`src/rtl/i2c_eeprom_arbiter_if.sv`:
```
// Client-side request/response and master-side descriptor/handshake bundle for i2c_eeprom_arbiter.
// The slave modport is the arbiter's view; the master modport is the surrounding logic's view.
interface i2c_eeprom_arbiter_if #(
  parameter int unsigned NUM_REQ = 4,
  parameter int unsigned DATA_W  = 256
);
  logic [NUM_REQ-1:0]        req;
  logic [NUM_REQ-1:0]        req_rw;
  logic [NUM_REQ*7-1:0]      req_dev;
  logic [NUM_REQ*16-1:0]     req_mem;
  logic [NUM_REQ*DATA_W-1:0] req_wdata;
  logic [NUM_REQ-1:0]        grant;
  logic [NUM_REQ-1:0]        rsp_valid;
  logic [1:0]                rsp_status;
  logic [DATA_W-1:0]         rsp_rdata;
  logic                      m_enable;
  logic                      m_rw;
  logic [6:0]                m_addr;
  logic [7:0]                m_port_f;
  logic [7:0]                m_port_s;
  logic [DATA_W-1:0]         m_wdata;
  logic                      m_rst_n;
  logic                      m_done;
  logic                      m_err;
  logic [DATA_W-1:0]         m_rdata;

  modport slave (
    input  req, req_rw, req_dev, req_mem, req_wdata, m_done, m_err, m_rdata,
    output grant, rsp_valid, rsp_status, rsp_rdata,
    output m_enable, m_rw, m_addr, m_port_f, m_port_s, m_wdata, m_rst_n
  );

  modport master (
    output req, req_rw, req_dev, req_mem, req_wdata, m_done, m_err, m_rdata,
    input  grant, rsp_valid, rsp_status, rsp_rdata,
    input  m_enable, m_rw, m_addr, m_port_f, m_port_s, m_wdata, m_rst_n
  );
endinterface

```
`src/rtl/i2c_eeprom_arbiter.sv`:
```
// Round-robin arbiter sharing one I2C EEPROM page master among NUM_REQ clients, with
// descriptor latching, NACK retry and timeout recovery via a master reset pulse.
module i2c_eeprom_arbiter #(
  parameter int unsigned NUM_REQ       = 4,
  parameter int unsigned DATA_W        = 256,
  parameter int unsigned MAX_RETRY     = 3,
  parameter int unsigned START_TIMEOUT = 64,
  parameter int unsigned XFER_TIMEOUT  = 65535
) (
  input logic                 clk,
  input logic                 reset,
  i2c_eeprom_arbiter_if.slave bus
);
  localparam int unsigned PW   = $clog2(NUM_REQ);
  localparam int unsigned RW   = $clog2(MAX_RETRY + 2);
  localparam int unsigned TMAX = (XFER_TIMEOUT > START_TIMEOUT) ? XFER_TIMEOUT : START_TIMEOUT;
  localparam int unsigned TW   = $clog2(TMAX + 1);

  typedef enum logic [2:0] {StIdle, StLaunch, StWaitDone, StResp, StRecover, StGap} state_e;

  state_e              r_state;
  logic [PW-1:0]       r_rr;
  logic [PW-1:0]       r_owner;
  logic [NUM_REQ-1:0]  r_grant;
  logic [NUM_REQ-1:0]  r_rsp_valid;
  logic [1:0]          r_status;
  logic [DATA_W-1:0]   r_rsp_rdata;
  logic                r_m_enable;
  logic                r_m_rw;
  logic [6:0]          r_m_addr;
  logic [7:0]          r_m_port_f;
  logic [7:0]          r_m_port_s;
  logic [DATA_W-1:0]   r_m_wdata;
  logic                r_m_rst_n;
  logic [RW-1:0]       r_retry;
  logic [TW-1:0]       r_timer;

  logic                w_found;
  logic [PW-1:0]       w_pick;
  logic [PW:0]         w_slot;

  // First requester at or after the round-robin pointer, wrapping past NUM_REQ-1.
  always_comb begin
    w_found = 1'b0;
    w_pick  = '0;
    w_slot  = '0;
    for (int i = 0; i < NUM_REQ; i++) begin
      w_slot = {1'b0, r_rr} + (PW+1)'(i);
      if (w_slot >= (PW+1)'(NUM_REQ)) w_slot = w_slot - (PW+1)'(NUM_REQ);
      if (!w_found && bus.req[w_slot[PW-1:0]]) begin
        w_found = 1'b1;
        w_pick  = w_slot[PW-1:0];
      end
    end
  end

  always_ff @(posedge clk or negedge reset) begin
    if (!reset) begin
      r_state     <= StIdle;
      r_rr        <= '0;
      r_owner     <= '0;
      r_grant     <= '0;
      r_rsp_valid <= '0;
      r_status    <= 2'b00;
      r_rsp_rdata <= '0;
      r_m_enable  <= 1'b0;
      r_m_rw      <= 1'b0;
      r_m_addr    <= '0;
      r_m_port_f  <= '0;
      r_m_port_s  <= '0;
      r_m_wdata   <= '0;
      r_m_rst_n   <= 1'b1;
      r_retry     <= '0;
      r_timer     <= '0;
    end else begin
      r_rsp_valid <= '0;
      unique case (r_state)
        StIdle: begin
          if (w_found) begin
            r_owner    <= w_pick;
            r_grant    <= {{(NUM_REQ-1){1'b0}}, 1'b1} << w_pick;
            r_m_rw     <= bus.req_rw[w_pick];
            r_m_addr   <= bus.req_dev[w_pick*7 +: 7];
            r_m_port_f <= bus.req_mem[w_pick*16+8 +: 8];
            r_m_port_s <= bus.req_mem[w_pick*16 +: 8];
            r_m_wdata  <= bus.req_wdata[w_pick*DATA_W +: DATA_W];
            r_m_enable <= 1'b1;
            r_timer    <= '0;
            r_state    <= StLaunch;
          end
        end
        StLaunch: begin
          if (!bus.m_done) begin
            r_m_enable <= 1'b0;
            r_timer    <= '0;
            r_state    <= StWaitDone;
          end else if (r_timer == TW'(START_TIMEOUT - 1)) begin
            r_m_enable <= 1'b0;
            r_status   <= 2'b10;
            r_m_rst_n  <= 1'b0;
            r_timer    <= '0;
            r_state    <= StRecover;
          end else begin
            r_timer <= r_timer + 1'b1;
          end
        end
        StWaitDone: begin
          if (bus.m_done) begin
            if (bus.m_err && (r_retry < RW'(MAX_RETRY))) begin
              r_retry <= r_retry + 1'b1;
              r_state <= StGap;
            end else begin
              if (bus.m_err) begin
                r_status <= 2'b01;
              end else begin
                r_status <= 2'b00;
                if (r_m_rw) r_rsp_rdata <= bus.m_rdata;
              end
              r_rsp_valid <= r_grant;
              r_state     <= StResp;
            end
          end else if (r_timer == TW'(XFER_TIMEOUT - 1)) begin
            r_status  <= 2'b10;
            r_m_rst_n <= 1'b0;
            r_timer   <= '0;
            r_state   <= StRecover;
          end else begin
            r_timer <= r_timer + 1'b1;
          end
        end
        StGap: begin
          r_m_enable <= 1'b1;
          r_timer    <= '0;
          r_state    <= StLaunch;
        end
        // Master reset held low two cycles, then released two cycles before responding.
        StRecover: begin
          r_timer <= r_timer + 1'b1;
          if (r_timer == TW'(1)) r_m_rst_n <= 1'b1;
          if (r_timer == TW'(3)) begin
            r_rsp_valid <= r_grant;
            r_state     <= StResp;
          end
        end
        StResp: begin
          r_grant <= '0;
          r_rr    <= (r_owner == PW'(NUM_REQ - 1)) ? '0 : r_owner + 1'b1;
          r_retry <= '0;
          r_state <= StIdle;
        end
        default: r_state <= StIdle;
      endcase
    end
  end

  assign bus.grant      = r_grant;
  assign bus.rsp_valid  = r_rsp_valid;
  assign bus.rsp_status = r_status;
  assign bus.rsp_rdata  = r_rsp_rdata;
  assign bus.m_enable   = r_m_enable;
  assign bus.m_rw       = r_m_rw;
  assign bus.m_addr     = r_m_addr;
  assign bus.m_port_f   = r_m_port_f;
  assign bus.m_port_s   = r_m_port_s;
  assign bus.m_wdata    = r_m_wdata;
  assign bus.m_rst_n    = r_m_rst_n;
endmodule

```
`src/flat_wrapper.sv`:
```
// flat-port wrapper written by rule: the top's interface ports become plain ports
module i2c_eeprom_arbiter_flat 
#(
  parameter int unsigned NUM_REQ       = 4,
  parameter int unsigned DATA_W        = 256,
  parameter int unsigned MAX_RETRY     = 3,
  parameter int unsigned START_TIMEOUT = 64,
  parameter int unsigned XFER_TIMEOUT  = 65535
)
  (clk, reset, bus_req, bus_req_rw, bus_req_dev, bus_req_mem, bus_req_wdata, bus_m_done, bus_m_err, bus_m_rdata, bus_grant, bus_rsp_valid, bus_rsp_status, bus_rsp_rdata, bus_m_enable, bus_m_rw, bus_m_addr, bus_m_port_f, bus_m_port_s, bus_m_wdata, bus_m_rst_n);
  i2c_eeprom_arbiter_if #(.NUM_REQ(NUM_REQ), .DATA_W(DATA_W)) bus_i ();
  input logic clk;
  input logic reset;
  input wire logic [$bits(bus_i.req)-1:0] bus_req;
  input wire logic [$bits(bus_i.req_rw)-1:0] bus_req_rw;
  input wire logic [$bits(bus_i.req_dev)-1:0] bus_req_dev;
  input wire logic [$bits(bus_i.req_mem)-1:0] bus_req_mem;
  input wire logic [$bits(bus_i.req_wdata)-1:0] bus_req_wdata;
  input wire logic [$bits(bus_i.m_done)-1:0] bus_m_done;
  input wire logic [$bits(bus_i.m_err)-1:0] bus_m_err;
  input wire logic [$bits(bus_i.m_rdata)-1:0] bus_m_rdata;
  output wire logic [$bits(bus_i.grant)-1:0] bus_grant;
  output wire logic [$bits(bus_i.rsp_valid)-1:0] bus_rsp_valid;
  output wire logic [$bits(bus_i.rsp_status)-1:0] bus_rsp_status;
  output wire logic [$bits(bus_i.rsp_rdata)-1:0] bus_rsp_rdata;
  output wire logic [$bits(bus_i.m_enable)-1:0] bus_m_enable;
  output wire logic [$bits(bus_i.m_rw)-1:0] bus_m_rw;
  output wire logic [$bits(bus_i.m_addr)-1:0] bus_m_addr;
  output wire logic [$bits(bus_i.m_port_f)-1:0] bus_m_port_f;
  output wire logic [$bits(bus_i.m_port_s)-1:0] bus_m_port_s;
  output wire logic [$bits(bus_i.m_wdata)-1:0] bus_m_wdata;
  output wire logic [$bits(bus_i.m_rst_n)-1:0] bus_m_rst_n;
  assign bus_i.req = bus_req;
  assign bus_i.req_rw = bus_req_rw;
  assign bus_i.req_dev = bus_req_dev;
  assign bus_i.req_mem = bus_req_mem;
  assign bus_i.req_wdata = bus_req_wdata;
  assign bus_i.m_done = bus_m_done;
  assign bus_i.m_err = bus_m_err;
  assign bus_i.m_rdata = bus_m_rdata;
  assign bus_grant = bus_i.grant;
  assign bus_rsp_valid = bus_i.rsp_valid;
  assign bus_rsp_status = bus_i.rsp_status;
  assign bus_rsp_rdata = bus_i.rsp_rdata;
  assign bus_m_enable = bus_i.m_enable;
  assign bus_m_rw = bus_i.m_rw;
  assign bus_m_addr = bus_i.m_addr;
  assign bus_m_port_f = bus_i.m_port_f;
  assign bus_m_port_s = bus_i.m_port_s;
  assign bus_m_wdata = bus_i.m_wdata;
  assign bus_m_rst_n = bus_i.m_rst_n;
  i2c_eeprom_arbiter #(.NUM_REQ(NUM_REQ), .DATA_W(DATA_W), .MAX_RETRY(MAX_RETRY), .START_TIMEOUT(START_TIMEOUT), .XFER_TIMEOUT(XFER_TIMEOUT)) u_core (.clk(clk), .reset(reset), .bus(bus_i));
endmodule
```
`config.mk`:
```
export PLATFORM = sky130hd
export DESIGN_NAME = i2c_eeprom_arbiter_flat
export DESIGN_NICKNAME = d
export VERILOG_FILES = /design/src/rtl/i2c_eeprom_arbiter_if.sv /design/src/rtl/i2c_eeprom_arbiter.sv /design/src/flat_wrapper.sv
export SDC_FILE = /design/constraint.sdc
export NUM_CORES = 1
export LEC_CHECK = 0
export ABC_CLOCK_PERIOD_IN_PS = 2300
export CAP_MARGIN = 20
export CORE_AREA = 2 2 762 764
export CTS_BUF_LIST = sky130_fd_sc_hd__clkbuf_4 sky130_fd_sc_hd__clkbuf_8
export DETAILED_ROUTE_END_ITERATION = 12
export DIE_AREA = 0 0 764 766
export GPL_TIMING_DRIVEN = 0
export SLEW_MARGIN = 20
export SYNTH_ARGS = -nofsm -noshare
export SYNTH_HDL_FRONTEND = slang
export SYNTH_SLANG_ARGS = --single-unit
```
`constraint.sdc`:
```
create_clock -name clk -period 2.3 [get_ports clk]
set_input_delay 0.46 -clock clk [delete_from_list [all_inputs] [get_ports clk]]
set_output_delay 0.46 -clock clk [all_outputs]
set_load 0.05 [all_outputs]
```
# == Word level (Yosys, flattened, before mapping) ==
# Cells that the tools add are included.
# op_classes
n_addsub,11
mul,1
n_lt_le_gt_ge,10
eq_ne,22
shifts,5
n_mux,62
bitwise,2
n_reduce_logical,23
# ops
op,n
$shiftx A1024 B11 Y256,1
$mux W16,5
$pmux W16 S5,1
$shiftx A64 B33 Y8,1
$shiftx A64 B7 Y8,1
$mux W2,14
$shiftx A28 B6 Y7,1
$mux W3,9
$mux W1,17
$add A16 B1 Y16 const B,1
$eq A16 B1 Y1 const B,1
$eq A16 B16 Y1 const B,1
$eq A16 B2 Y1 const B,1
$eq A16 B6 Y1 const B,1
$mux W4,4
$pmux W4 S2,2
$lt A2 B3 Y1 const B,5
$pmux W3 S5,1
$ne A2 B1 Y1 const B,6
$bmux W1 S2,5
$reduce_and A5 Y1,2
$ge A3 B3 Y1 const B,3
$reduce_and A3 Y1,3
$sub A2 B1 Y2 const B,4
other kinds (29),46
# totals
ff_bits,574
out_inout_bits,548
word_cells,152

# == Depth between registers and ports, before layout ==
# logic_depth
depth_word,17
depth_mapped,9

# == Worst setup path after synthesis ==
# Ideal clock, no wire load.
# synth_path
path_kind,register -> register
from,reg u_core.r_timer[0]
to,reg u_core.r_timer[13]
arrival_time_ns,1.886
t_required_ns,2.167
path_slack_ns,0.281
path_stages_with_launch,8
synth_period_minus_slack_ns,2.019
cell_sequence,dfrtp_1 > ha_1 > or3b_2 > nor4_4 > nor2_2 > nor4_4 > buf_4 > o22ai_1
# synth_between
elab_chain_len,4
# synth_rtl
element,line,rtl
from (decl),i2c_eeprom_arbiter.sv:36,logic [TW-1:0] r_timer;
from (signal assigned),i2c_eeprom_arbiter.sv:104,r_timer <= r_timer + 1'b1;
from (signal assigned),i2c_eeprom_arbiter.sv:128,r_timer <= r_timer + 1'b1;
from (signal assigned),i2c_eeprom_arbiter.sv:138,r_timer <= r_timer + 1'b1;
$add A16 B1 Y16 (tied with other cells),"i2c_eeprom_arbiter.sv:104, i2c_eeprom_arbiter.sv:128, i2c_eeprom_arbiter.sv:138",
"$mux W16, on equally long branches","i2c_eeprom_arbiter.sv:122, i2c_eeprom_arbiter.sv:97",
"$mux W16, on equally long branches","i2c_eeprom_arbiter.sv:108, i2c_eeprom_arbiter.sv:93",
$pmux W16 S5 (*),i2c_eeprom_arbiter.sv:77,unique case (r_state)
# Mark *: on every way between the ends. The rest lies on a longest branch, timed or not. The select of a mux whose other input is x is not followed.
# A chain may end at the register's enable or synchronous reset.

# == Worst setup path after layout ==
# layout_path
from,reg u_core.r_rr[1]
to,reg u_core.r_m_wdata[24] (netlist: u_core.bus.m_wdata[24])
# layout_between
elab_chain_len,15
# layout_rtl
element,line,rtl
from (decl),i2c_eeprom_arbiter.sv:22,logic [PW-1:0] r_rr;
from (signal assigned),i2c_eeprom_arbiter.sv:147,r_rr <= (r_owner == PW'(NUM_REQ - 1)) ? '0 : r_owner + 1'b1;
branches (longest 15 deep; another with $add A2 B1 Y3),--,
to (signal assigned),i2c_eeprom_arbiter.sv:86,r_m_wdata <= bus.req_wdata[w_pick*DATA_W +: DATA_W];
to (decl),i2c_eeprom_arbiter.sv:33,logic [DATA_W-1:0] r_m_wdata;
# Parallel ways; which one is timed is not known. The select of a mux whose other input is x is not followed.

==> qor.csv <==
metric,value,unit
Total GRT Usage,0.169,
Setup-failing EPs final,276,
Worst-Margin Slew,0.924,ns
largest net degree at the start of global routing,85,
die width,764,um
total grt overflow,0,
TritonCTS clock tree,done,
Post-layout nets,6257,
H-tree depth,4,
clock-pin slew on the worst setup and hold paths,0.08,ns
Worst IR Drop VDD,0.000825,V
Critical Path End,u_core.bus.m_wdata[24],
"Slowest-stage cell, CP",mux2i_4,
Cell Rows,279,
WP data required,3.09,ns
CP Cell Sequence,"inv_2, a221oi_2, o22ai_2, clkbuf_16, buf_16, buf_16, buf_16, mux2i_4, o221ai_2",
initial antenna violation count,522,
sequential power share,0.174,
normalized max-slew margin,0.381,
RSZ-0062 raised after global routing,true,
Crit Path Max Fanout,7,
IO Count,1932,
Mapped Area,0.0285,sq mm
crit path time final,2.66,ns
global-route wire length before repair,595000,um
final-report hold violation count,0,
max cap viols,0,
final worst slack,-0.361,ns
outcome,"finished, violations left",
violations in the final reports,setup timing,
most frequent cell after synthesis,dfrtp_1,
I/O Buffers,1930,
die footprint,0.585,sq mm
Synth area leaders,"dfrtp_1 50%, mux2i_1 20%, mux2_2 10%",
Antenna Nets Post-Route,0,
Longest Clk Path Bufs,4,
"top cells by count, synth","573 x dfrtp_1, 563 x mux2i_1, 302 x nand2_1",
fraction of layout cells with a size suffix above 1,0.397,
"most used cell, CP",buf_16,
Tcrit/Tclk final,1.16,
Post-DP Area,0.0583,sq mm
via count,36200,
sequential share of the synthesized area,0.503,
capturing point of the worst reg2reg path,u_core.bus.m_wdata[24],
clk root buf,clkbuf_8,
initial core utilization,0.0495,
Cell Pwr Density,1420,mW/mm^2
Clock power frac,0.152,
synthesized area per cell,12.2,sq um
Mapped Cells,2342,
LEAKAGE,28.1,nW
Worst-Skew Late Latency,1.03,ns
Critical R2R Launch,u_core.r_rr[1],
TNS Setup,-40.63,ns
worst setup path class,flop to flop,
Reg2Reg Depth,9,
"area leader, netlist",dfrtp_1,
crit start category,flop,
vias in the first global route,35800,
CP arrival,3.46,ns
Syn. warnings,0,
HP Class,primary input to flop,
CP max stage delay,0.57,ns
Sink Count,574,
Worst Setup SP,u_core.r_rr[1],
DP Worst Slack,-3.58,ns
Netlist cell types,59,
Post-synth top flop,dfrtp_1,
Max Transition Viols Final,0,
TritonRoute pass-1 iters,5,
Layout Cells excl Fill,12900,
Core ar.,0.576,sq mm
WL final,521000,um
vias per cell,2.80,
DP HPWL,457000,um
Die Ht,766,um
top-area cell type share of the netlist area,0.502,
clock skew,0.152,ns
Synthesized Nets,3731,
Logic pwr share,0.674,
async set or reset register ratio after synthesis,1.00,
internal power,45.8,mW
NetSw,55.0,mW
Post-synth EDFFs,0,
#FFs+latches synth,574,
CP Capture Type,flop,
Avg WL per Cell,40.2,um
final RePlAce weighted congestion,1.04,
final instance area,0.0712,sq mm
Sw Share,0.545,
DRC marker count from the first detailed-route iteration,2259,
clock buffer count from CTS,142,
worst reg-to-reg setup slack,-0.36,ns
placed cell count,12000,
Synth-to-Final Area Change,150,%
Layout Utilization,0.124,
DRC Markers,0,
fmax,376,MHz
per-layer routing:
layer | track usage | wire, um
met1 | 0.186 | 196000
met2 | 0.272 | 232000
met3 | 0.0825 | 57900
met4 | 0.0820 | 33600
met5 | 0 | 1680
sequential cells by signal (all words and copies together), names as in the netlist:
signal,count
u_core.r_timer,16
u_core.bus.rsp_valid,4
u_core.bus.rsp_status,2
u_core.r_retry,3
u_core.bus.m_wdata,256
u_core.r_rr,2
u_core.bus.m_enable,1
u_core.bus.m_port_f,8
u_core.r_owner,2
u_core.bus.m_rw,1
u_core.r_state,3
u_core.bus.m_addr,7
u_core.bus.m_rst_n,1
u_core.bus.grant,4
u_core.bus.rsp_rdata,256
u_core.bus.m_port_s,8
power groups by stage:
| stage | clock (mW) | combinational [mW] | sequential (mW) |
|---|---|---|---|
| 6_report | 15.3 | 67.9 | 17.5 |
| 5_1_grt | 16.2 | 70.9 | 18.0 |
| 4_1_cts | 16.0 | 65.5 | 17.4 |
| 3_5_place_dp | 0 | 58.0 | 17.5 |
| 3_3_place_gp | 0 | 57.4 | 17.5 |
| 2_1_floorplan | 0 | 12.4 | 31.6 |
logic make-up after synthesis:
logic type                 synth area share
adders and majority gates           0.00219
DFF                                   0.503
and+or+nand+nor                      0.0602
buffers and inverters                0.0352
muxes                                 0.298
AOI/OAI and AO/OA                     0.101
stage by stage:
stage	power, mW	hold slack, ns
global route	105	0.0689
floorplan	44.0	0.164
finish	101	0.179
detailed placement	75.5	0.269
CTS	98.9	0.000812
global placement	74.9	0.468
worst min path at each step:
stage | to | from | cells past startpoint | slack [ns]
floorplan | u_core.bus.grant[0] | reset | 0 | 0.16
global placement | u_core.bus.m_wdata[113] | u_core.bus.m_wdata[113] | 2 | 0.47
detailed placement | u_core.bus.m_wdata[174] | reset | 1 | 0.27
CTS | u_core.bus.m_wdata[42] | bus_req_wdata[298] | 3 | 0.0008
global route | u_core.bus.rsp_rdata[8] | bus_m_rdata[8] | 2 | 0.07
finish | u_core.bus.rsp_rdata[228] | bus_m_rdata[228] | 2 | 0.18
area by class of cell:
type / instances / area (sq um)
plain buffers: 181 / 2390
multi-input cells: 1557 / 17300
fillers: 65600 / 505000
flip-flops and latches: 574 / 14400
well taps: 7727 / 9670
diodes: 236 / 591
clock buffers: 206 / 2640
repair buffers: 2400 / 23600
inverters: 12 / 45.0
clock inverters: 48 / 563
placed cells by master, fill, tap and decap left out, types with 8 or more instances in the layout:
master	Yosys	final
o221ai_1	280	42
o221ai_2	0	231
buf_4	1	117
inv_1	12	10
o21ai_0	17	16
mux2i_4	0	181
diode_2	0	236
buf_12	0	90
nor3_1	10	8
clkbuf_1	75	10
mux2_2	256	256
clkbuf_2	0	259
mux2i_2	0	52
bufinv_16	0	10
buf_8	0	42
dfrtp_1	573	562
dlygate4sd3_1	0	235
mux2i_1	563	330
clkinv_2	0	23
dfrtp_2	0	10
buf_6	11	92
buf_2	102	162
buf_16	0	67
clkbuf_16	0	30
nand3_1	16	16
clkdlybuf4s50_1	0	1381
clkbuf_8	0	178
nand2_1	302	301
clkbuf_4	0	123
nor2_1	20	18
worst max-delay path: cells and delay by family, from the launching register on:
family	cells	cell delay (ns)
compound gates	3	0.49
buf+inv	5	0.81
flops	1	0.41
mux	1	0.57
what timing repair did:
| action | CTS | global route |
|---|---|---|
| gates cloned | 24 | 21 |
| resized for setup | 2011 | 1702 |
| hold buffers | 239 | 1 |
| pin swaps | 75 | 80 |
| endpoints found under the setup margin | 1101 | 1219 |
| hold endpoints to repair | 472 | 5 |
| buffers inserted | 128 | 47 |
No activity file was read; power rests on OpenSTA's default activity.
